--- src/rtl/cnn_layer_sequencer.sv ---
// rtl/cnn_layer_sequencer.sv - layer chaining control, per-layer watchdog and sequential argmax over class scores
module cnn_layer_sequencer #(
    parameter int N_LAYERS    = 5,
    parameter int N_CLASSES   = 10,
    parameter int OUT_W       = 15,
    parameter int TIMEOUT_W   = 16,
    parameter int TIMEOUT_CYC = 50000,
    parameter int PIPELINED   = 1,
    localparam int CLS_W      = $clog2(N_CLASSES)
) (
    input  logic                         clk,
    input  logic                         reset,
    input  logic                         start_flag,
    output logic                         in_ready,
    output logic [N_LAYERS-1:0]          layer_start,
    input  logic [N_LAYERS-1:0]          layer_end,
    input  logic [N_CLASSES*OUT_W-1:0]   scores,
    output logic [CLS_W-1:0]             class_id,
    output logic [OUT_W-1:0]             max_score,
    output logic                         end_flag,
    output logic                         busy,
    output logic                         timeout_err,
    output logic [15:0]                  frame_cnt
);

    localparam logic [1:0] S_IDLE = 2'd0;
    localparam logic [1:0] S_SCAN = 2'd1;
    localparam logic [1:0] S_DONE = 2'd2;

    localparam logic [CLS_W-1:0]     LAST_IDX = CLS_W'(N_CLASSES - 1);
    localparam logic [TIMEOUT_W-1:0] WD_LAST  = TIMEOUT_W'(TIMEOUT_CYC - 1);

    logic [N_LAYERS-1:0]     pend;
    logic [N_LAYERS-1:0]     occ;
    logic [N_LAYERS-1:0]     arrive;
    logic [N_LAYERS-1:0]     dfree;
    logic [N_LAYERS-1:0]     go;
    logic [TIMEOUT_W-1:0]    wd_cnt [N_LAYERS];
    logic                    wd_hit;

    logic [1:0]              state;
    logic                    scan_busy;
    logic                    last_arrive;
    logic signed [OUT_W-1:0] score_q [N_CLASSES];
    logic signed [OUT_W-1:0] best;
    logic [CLS_W-1:0]        best_idx;
    logic [CLS_W-1:0]        scan_idx;
    logic signed [OUT_W-1:0] nxt_best;
    logic [CLS_W-1:0]        nxt_idx;

    assign scan_busy   = (state != S_IDLE);
    assign busy        = (|pend) | (|occ) | scan_busy;
    assign in_ready    = (PIPELINED != 0) ? (!pend[0] && !occ[0] && !timeout_err)
                                          : (!busy && !timeout_err);
    assign last_arrive = layer_end[N_LAYERS-1] & occ[N_LAYERS-1];

    // A stage only issues when its downstream neighbour is empty, so its outputs stay put while consumed.
    always_comb begin
        arrive    = '0;
        dfree     = '0;
        go        = '0;
        arrive[0] = start_flag & in_ready;
        for (int i = 1; i < N_LAYERS; i++) begin
            arrive[i] = layer_end[i-1] & occ[i-1];
        end
        for (int i = 0; i < N_LAYERS - 1; i++) begin
            dfree[i] = !occ[i+1] & !pend[i+1];
        end
        dfree[N_LAYERS-1] = !scan_busy;
        for (int i = 0; i < N_LAYERS; i++) begin
            go[i] = (pend[i] | arrive[i]) & !occ[i] & dfree[i] & !timeout_err;
        end
    end

    always_comb begin
        wd_hit = 1'b0;
        for (int i = 0; i < N_LAYERS; i++) begin
            if (TIMEOUT_CYC != 0 && occ[i] && wd_cnt[i] == WD_LAST) begin
                wd_hit = 1'b1;
            end
        end
    end

    // Strictly greater keeps the lowest index on ties.
    always_comb begin
        nxt_best = best;
        nxt_idx  = best_idx;
        if (score_q[scan_idx] > best) begin
            nxt_best = score_q[scan_idx];
            nxt_idx  = scan_idx;
        end
    end

    always_ff @(posedge clk) begin
        if (reset) begin
            pend        <= '0;
            occ         <= '0;
            layer_start <= '0;
            timeout_err <= 1'b0;
            state       <= S_IDLE;
            best        <= '0;
            best_idx    <= '0;
            scan_idx    <= '0;
            class_id    <= '0;
            max_score   <= '0;
            end_flag    <= 1'b0;
            frame_cnt   <= '0;
            for (int i = 0; i < N_LAYERS; i++) begin
                wd_cnt[i] <= '0;
            end
            for (int k = 0; k < N_CLASSES; k++) begin
                score_q[k] <= '0;
            end
        end else begin
            layer_start <= go;
            occ         <= go | (occ & ~layer_end);
            pend        <= (pend | arrive) & ~go;
            for (int i = 0; i < N_LAYERS; i++) begin
                if (go[i]) begin
                    wd_cnt[i] <= '0;
                end else if (occ[i]) begin
                    wd_cnt[i] <= wd_cnt[i] + TIMEOUT_W'(1);
                end
            end
            if (wd_hit) begin
                timeout_err <= 1'b1;
            end
            end_flag <= 1'b0;
            case (state)
                S_IDLE: begin
                    if (last_arrive && !timeout_err) begin
                        for (int k = 0; k < N_CLASSES; k++) begin
                            score_q[k] <= scores[k*OUT_W +: OUT_W];
                        end
                        best     <= scores[0 +: OUT_W];
                        best_idx <= '0;
                        scan_idx <= CLS_W'(1);
                        state    <= S_SCAN;
                    end
                end
                S_SCAN: begin
                    if (scan_idx == LAST_IDX) begin
                        class_id  <= nxt_idx;
                        max_score <= nxt_best;
                        end_flag  <= 1'b1;
                        frame_cnt <= frame_cnt + 16'd1;
                        state     <= S_DONE;
                    end else begin
                        best     <= nxt_best;
                        best_idx <= nxt_idx;
                        scan_idx <= scan_idx + CLS_W'(1);
                    end
                end
                S_DONE:  state <= S_IDLE;
                default: state <= S_IDLE;
            endcase
        end
    end

endmodule

--- config.mk ---
export PLATFORM = sky130hd
export DESIGN_NAME = cnn_layer_sequencer
export DESIGN_NICKNAME = d
export VERILOG_FILES = /design/src/rtl/cnn_layer_sequencer.sv
export SDC_FILE = /design/constraint.sdc
export NUM_CORES = 1
export LEC_CHECK = 0
export CAP_MARGIN = 10
export CORE_MARGIN = 2
export CORE_UTILIZATION = 35
export CTS_CLUSTER_SIZE = 12
export DETAILED_ROUTE_END_ITERATION = 8
export GPL_ROUTABILITY_DRIVEN = 0
export HOLD_SLACK_MARGIN = 0.1
export PLACE_DENSITY_LB_ADDON = 0.15
export SLEW_MARGIN = 20
export SYNTH_ARGS = -nofsm -noshare
export SYNTH_HDL_FRONTEND = slang
export SYNTH_SLANG_ARGS = --single-unit
--- constraint.sdc ---
create_clock -name clk -period 10.7 [get_ports clk]
set_input_delay 2.14 -clock clk [delete_from_list [all_inputs] [get_ports clk]]
set_output_delay 2.14 -clock clk [all_outputs]
set_load 0.05 [all_outputs]
## After elaboration in Yosys (flattened, before gate mapping)

Memories as Yosys holds them, arrays and structs flattened. A register that Yosys moved wholly into a read port is not among the register bits.
Cells that the tools add are included.

| cells by class | value |
|---|---|
| add/subtract/negate cells | 7 |
| order comparisons | 1 |
| equality and inequality tests | 10 |
| mux-type cells | 83 |
| bitwise logic cells | 59 |
| reduce and logical (&&, ||, !) cells | 29 |

Operators with widths:

| kind | number |
|---|---|
| $mux W15 | 13 |
| $mux W16 | 10 |
| $add A16 B1 Y16 const B | 6 |
| $eq A16 B16 Y1 const B | 5 |
| $mux W1 | 47 |
| $pmux W15 S2 | 1 |
| $mux W4 | 7 |
| $or A1 B1 Y1 | 27 |
| $and A1 B1 Y1 | 25 |
| $pmux W4 S2 | 2 |
| $gt A15 B15 Y1 | 1 |
| $logic_not A1 Y1 | 12 |
| $and A5 B5 Y5 | 2 |
| $not A5 Y5 | 2 |
| $or A5 B5 Y5 | 2 |
| $reduce_or A5 Y1 | 2 |
| $logic_and A1 B1 Y1 | 8 |
| $ne A2 B2 Y1 const B | 3 |
| $add A4 B1 Y4 const B | 1 |
| $eq A4 B4 Y1 const B | 1 |
| $mux W2 | 2 |
| $pmux W2 S2 | 1 |
| $reduce_and A2 Y1 | 2 |
| $reduce_bool A2 Y1 | 2 |
| other kinds (5) | 5 |

| storage, ports and cells | value |
|---|---|
| bits in registers | 77 |
| RAM bits | 230 |
| input port bits | 158 |
| memories kept | 2 |

Memory list:

| name | words | bits a word | read ports | clocked after Yosys merged registers in | wr ports | RTL line | source |
|---|---|---|---|---|---|---|---|
| score_q | 10 | 15 | 1 | 1 | 10 | 44 | `logic signed [OUT_W-1:0] score_q [N_CLASSES];` |
| wd_cnt | 5 | 16 | 5 | 0 | 5 | 38 | `logic [TIMEOUT_W-1:0] wd_cnt [N_LAYERS];` |

## Depth between registers and ports, before layout

| logic depth | value |
|---|---|
| word-level depth | 13 |
| depth in mapped cells | 14 |
| gate-level depth less buffers | 10 |

## Worst setup path after synthesis

OpenSTA, ideal clock, no wires.

| timing | value |
|---|---|
| path kind | in2reg |
| from | input port layer_end[4] |
| to | register (tool-made name) |
| setup time | 0.462 ns |
| arrival time | 9.411 ns |
| required time | 10.238 ns |
| setup slack | 0.827 ns |
| stages | 3 |
| path buffers | 0 |
| path through | nand2_2 > o21bai_1 > nor2_1 |

RTL lines:

| item | RTL line | source |
|---|---|---|
| start, declared | 16 | `input logic [N_LAYERS-1:0] layer_end,` |

## Worst setup path in the final report

| timing | value |
|---|---|
| from | register state[1] |
| to | output port busy |

| between the ends | value |
|---|---|
| cells in the longest elaborated chain, start to end | 2 |

RTL lines:

| item | RTL line | source |
|---|---|---|
| start, declared | 41 | `logic [1:0] state;` |
| start signal, assigned | 100 | `state <= S_IDLE;` |
| start signal, assigned | 138 | `state <= S_SCAN;` |
| start signal, assigned | 147 | `state <= S_DONE;` |
| $reduce_bool A2 Y1 | 51 | `assign scan_busy = (state != S_IDLE);` |
| $or A1 B1 Y1 | 52 | `assign busy = (\|pend) \| (\|occ) \| scan_busy;` |
| end, declared | 21 | `output logic busy,` |

Every way passes these cells.

==> results.md <==
* HPWL after detailed placement at 24,600 µm
* Standard-cell rows at 74
* Routed wirelength normalized by instance count at 17.8 µm
* Vias in the first global route at 9,805
* Count of final setup violators at 0
* Placed Cells incl. Taps at 1,906
* Clock-pin slew of the registers on the worst-case setup and hold paths at 60 ps
* Area Overhead vs Synth at 25.0%
* Worst path depth at 3
* Post-route cell area at 18,100 µm²
* Peak supply drop at 86.4 µV
* Total number of H-tree levels at 2
* Initial cell density of the core at 0.355
* Clock tree skew after final layout at 25.0 ps
* First-pass GRT wire length at 55,500 µm
* Number of antenna violations at the first check in global routing at 0
* Async set-or-reset flop fraction in the synthesized netlist at 0
* Max-cap violation count at 0
* Worst max-slew margin expressed relative to the limit at 0.350
* Vias post-DR at 9,748
* Total congestion overflow after global routing at 0
* GR Util All Layers at 0.161
* Initial DRT Pass Iterations at 5
* Area fraction in compound gates after synthesis at 0.0710
* Clock buffers created by TritonCTS at 37
* Portion of the clock cycle consumed by the worst path in the final layout at 0.427
* Reg2Reg Depth at 12
* Most used DFF post-synth: edfxtp_1
* Worst Hold Path Cells at 2
* Critical Path RT at 8560 ps
* Arr. time, crit path at 2420 ps
* Sequential-to-total area share from yosys stat at 0.588
* I/O pin total at 202
* Type of the worst setup path: flop to output pin
* Antenna-violating nets left at 0
* Leakage power at 6.42 nW
* Post-cts gate resize count at 0
* Die Area at 43,100 µm²
* Post-synthesis instance area at 14,500 µm²
* Standard cell with the maximum stage delay on the critical path: clkdlybuf4s50_1
* Fraction of synthesized cell area in xor and xnor cells at 0.0423
* Overall die height at 208 µm
* Shortest period the worst path allows at 4560 ps
* Core utilization of the finished layout at 0.444
* Sinks on the clock net at 311
* FF+latch count, synth at 311
* Maximum number of pins on one net before global-route repair at 153
* Warnings from Yosys at 0
* TritonCTS clock tree: done
* Post-Route WL at 35,200 µm
* Hold buffers post-CTS at 0
* Worst Hold Margin at 456 ps
* CP delay by family, top: simple AND/OR/NAND/NOR gates
* Instance area after placement at 17,000 µm²
* Count of input and output buffers at 201
* Cell variety after synth at 54
* Width of the chip at 208 µm
* Main combinational cell family by area after synthesis: simple AND/OR/NAND/NOR gates
* Number of synthesized flops with an enable pin at 230
* Total negative setup slack at 0 ps
* Worst path cell trace: nor4_1 -> nand3_1 -> clkdlybuf4s50_1
* Clock root buffer: clkbuf_16
* Final hold violation count at 0
* Worst-path fanout max at 6
* Clk buf depth at 3
* Average instance area after synthesis at 11.8 µm²
* Critical path buffer and inverter count at 1
* Critical Path Sink Type: output pin
* Unrepaired setup endpoints after global routing: no
* Core area at 40,800 µm²
* Simple-gate portion of the synthesized area at 0.191
* 1st-iter DRT viols at 677
* Detailed-route vias per instance at 4.94
* Number of setup buffers added after CTS at 0
* Critical Path Start Type: flop
* Adder and majority gate portion of the synthesized area at 0.0198
* Worst slew pin tran at 975 ps
* Clock latency on the worst-skew pair at 520 ps
* Layout cells sized above 1 at 0.0736
* Maximum operating frequency at 0.219 GHz
* Remaining design rule violation count at 0
* Result of the run: finished, final reports clean
* Type of the most critical hold path: flop to flop
* Slew Limit Fails at 0
* Mux contribution to synthesized area at 0.0592
* Count of mapped cells out of synthesis at 1,227
* Areal power density over the cells at 149 nW/µm²
* Antenna diode count at 0
* Number of cells in the finished layout apart from fillers at 1,972
* Layout net count at 1,594
* Worst path max stage delay at 740 ps
* Total nets after synthesis at 1,408
[state kept, by name, indices dropped and copies added, names as in the netlist, 2 cells and up, named ones only]
register / flops
state: 2
frame_cnt: 16
pend: 5
scan_idx: 4
occ: 5
best_idx: 4
score_q: 150
class_id: 4
max_score: 15
best: 15
layer_start: 5
wd_cnt: 80
[cells by family (layout without fill, tap and decap cells)]
group,Yosys count,in the layout
compound gates,159,159
xor+xnor,70,70
fa+ha+maj,23,23
buf+inv,94,307
flops,311,311
mux,48,48
simple gates,522,522
[Yosys cell counts, drive strengths merged (14+ instances only)]
cell type	number	area, µm²
o21ai	36	180
nand3	59	295
edfxtp	230	6910
xor2	42	368
inv	30	113
and3	17	106
buf	20	131
nand4	15	93.8
clkbuf	44	176
xnor2	28	245
o211ai	14	105
nand2	64	243
mux2i	16	160
nor3	18	95.1
or3	24	155
nand2b	21	131
nor2	117	439
a21oi	36	191
and2	152	951
a22oi	14	105
dfxtp	81	1620
nor4	15	93.8
ha	23	288
mux4	30	676
[area by class of cell]
type                            instances  area (µm²)
Fill cell                            3787       22700
Sequential cell                       311        8530
Multi-Input combinational cell        822        5570
Timing Repair Buffer                  211        2120
Clock buffer                           48        1030
Tap cell                              532         666
Inverter                               30         113
Clock inverter                         18        98.8
[layer usage]
| layer | wire length, µm | global-route usage | share of wire |
|---|---|---|---|
| met1 | 16800 | 0.231 | 0.48 |
| met2 | 15700 | 0.251 | 0.45 |
| met3 | 1780 | 0.0289 | 0.051 |
| met4 | 831 | 0.0443 | 0.024 |
| met5 | 0 | 0 | 0 |
[report_power, final]
group          switching, mW  internal [mW]
logic                 0.0760         0.0874
clock network          0.494          0.679
registers             0.0290           1.34
[cell usage in the layout, fill, tap and decap left out, drive strengths merged, types with 5 or more instances in the layout]
| master | n |
|---|---|
| edfxtp | 230 |
| inv | 31 |
| o211ai | 14 |
| a22o | 5 |
| nor4b | 5 |
| mux4 | 30 |
| a21o | 7 |
| a22oi | 14 |
| nand4 | 15 |
| nand2b | 21 |
| nor3 | 18 |
| and3 | 17 |
| nand3 | 59 |
| dfxtp | 81 |
| o21ai | 36 |
| a31o | 6 |
| nor2 | 117 |
| o22ai | 10 |
| clkinv | 17 |
| a31oi | 10 |
| or3 | 24 |
| xnor2 | 28 |
| ha | 23 |
| and2 | 152 |
| xor2 | 42 |
| a21oi | 36 |
| o21bai | 5 |
| mux2i | 16 |
| nand2 | 64 |
| nor4 | 15 |
| and4 | 5 |
| clkbuf | 48 |
| clkdlybuf4s50 | 200 |
| buf | 11 |
| a211oi | 9 |
[stage by stage]
stage                     total power [mW]  setup WS, ps
final                                 2.70          6140
after floorplan                       1.47           827
after CTS                             2.74          6170
after global routing                  2.80          6010
after global placement                1.55          6070
after detailed placement              1.56          6090
[worst min-delay path: cells and delay by family, from the launching register on]
family | cells | cell delay (ps)
DFF | 1 | 320
and+or+nand+nor | 1 | 50
AOI/OAI and AO/OA | 1 | 50
[worst paths after layout]
kind                  to  slack [ps]         from
min reg2reg  class_id[0]         460  class_id[0]
min          class_id[0]         460  class_id[0]
max reg2reg      best[7]        6330         flop
max                 busy        6140     state[1]
Power figures use the tool's default switching activity.
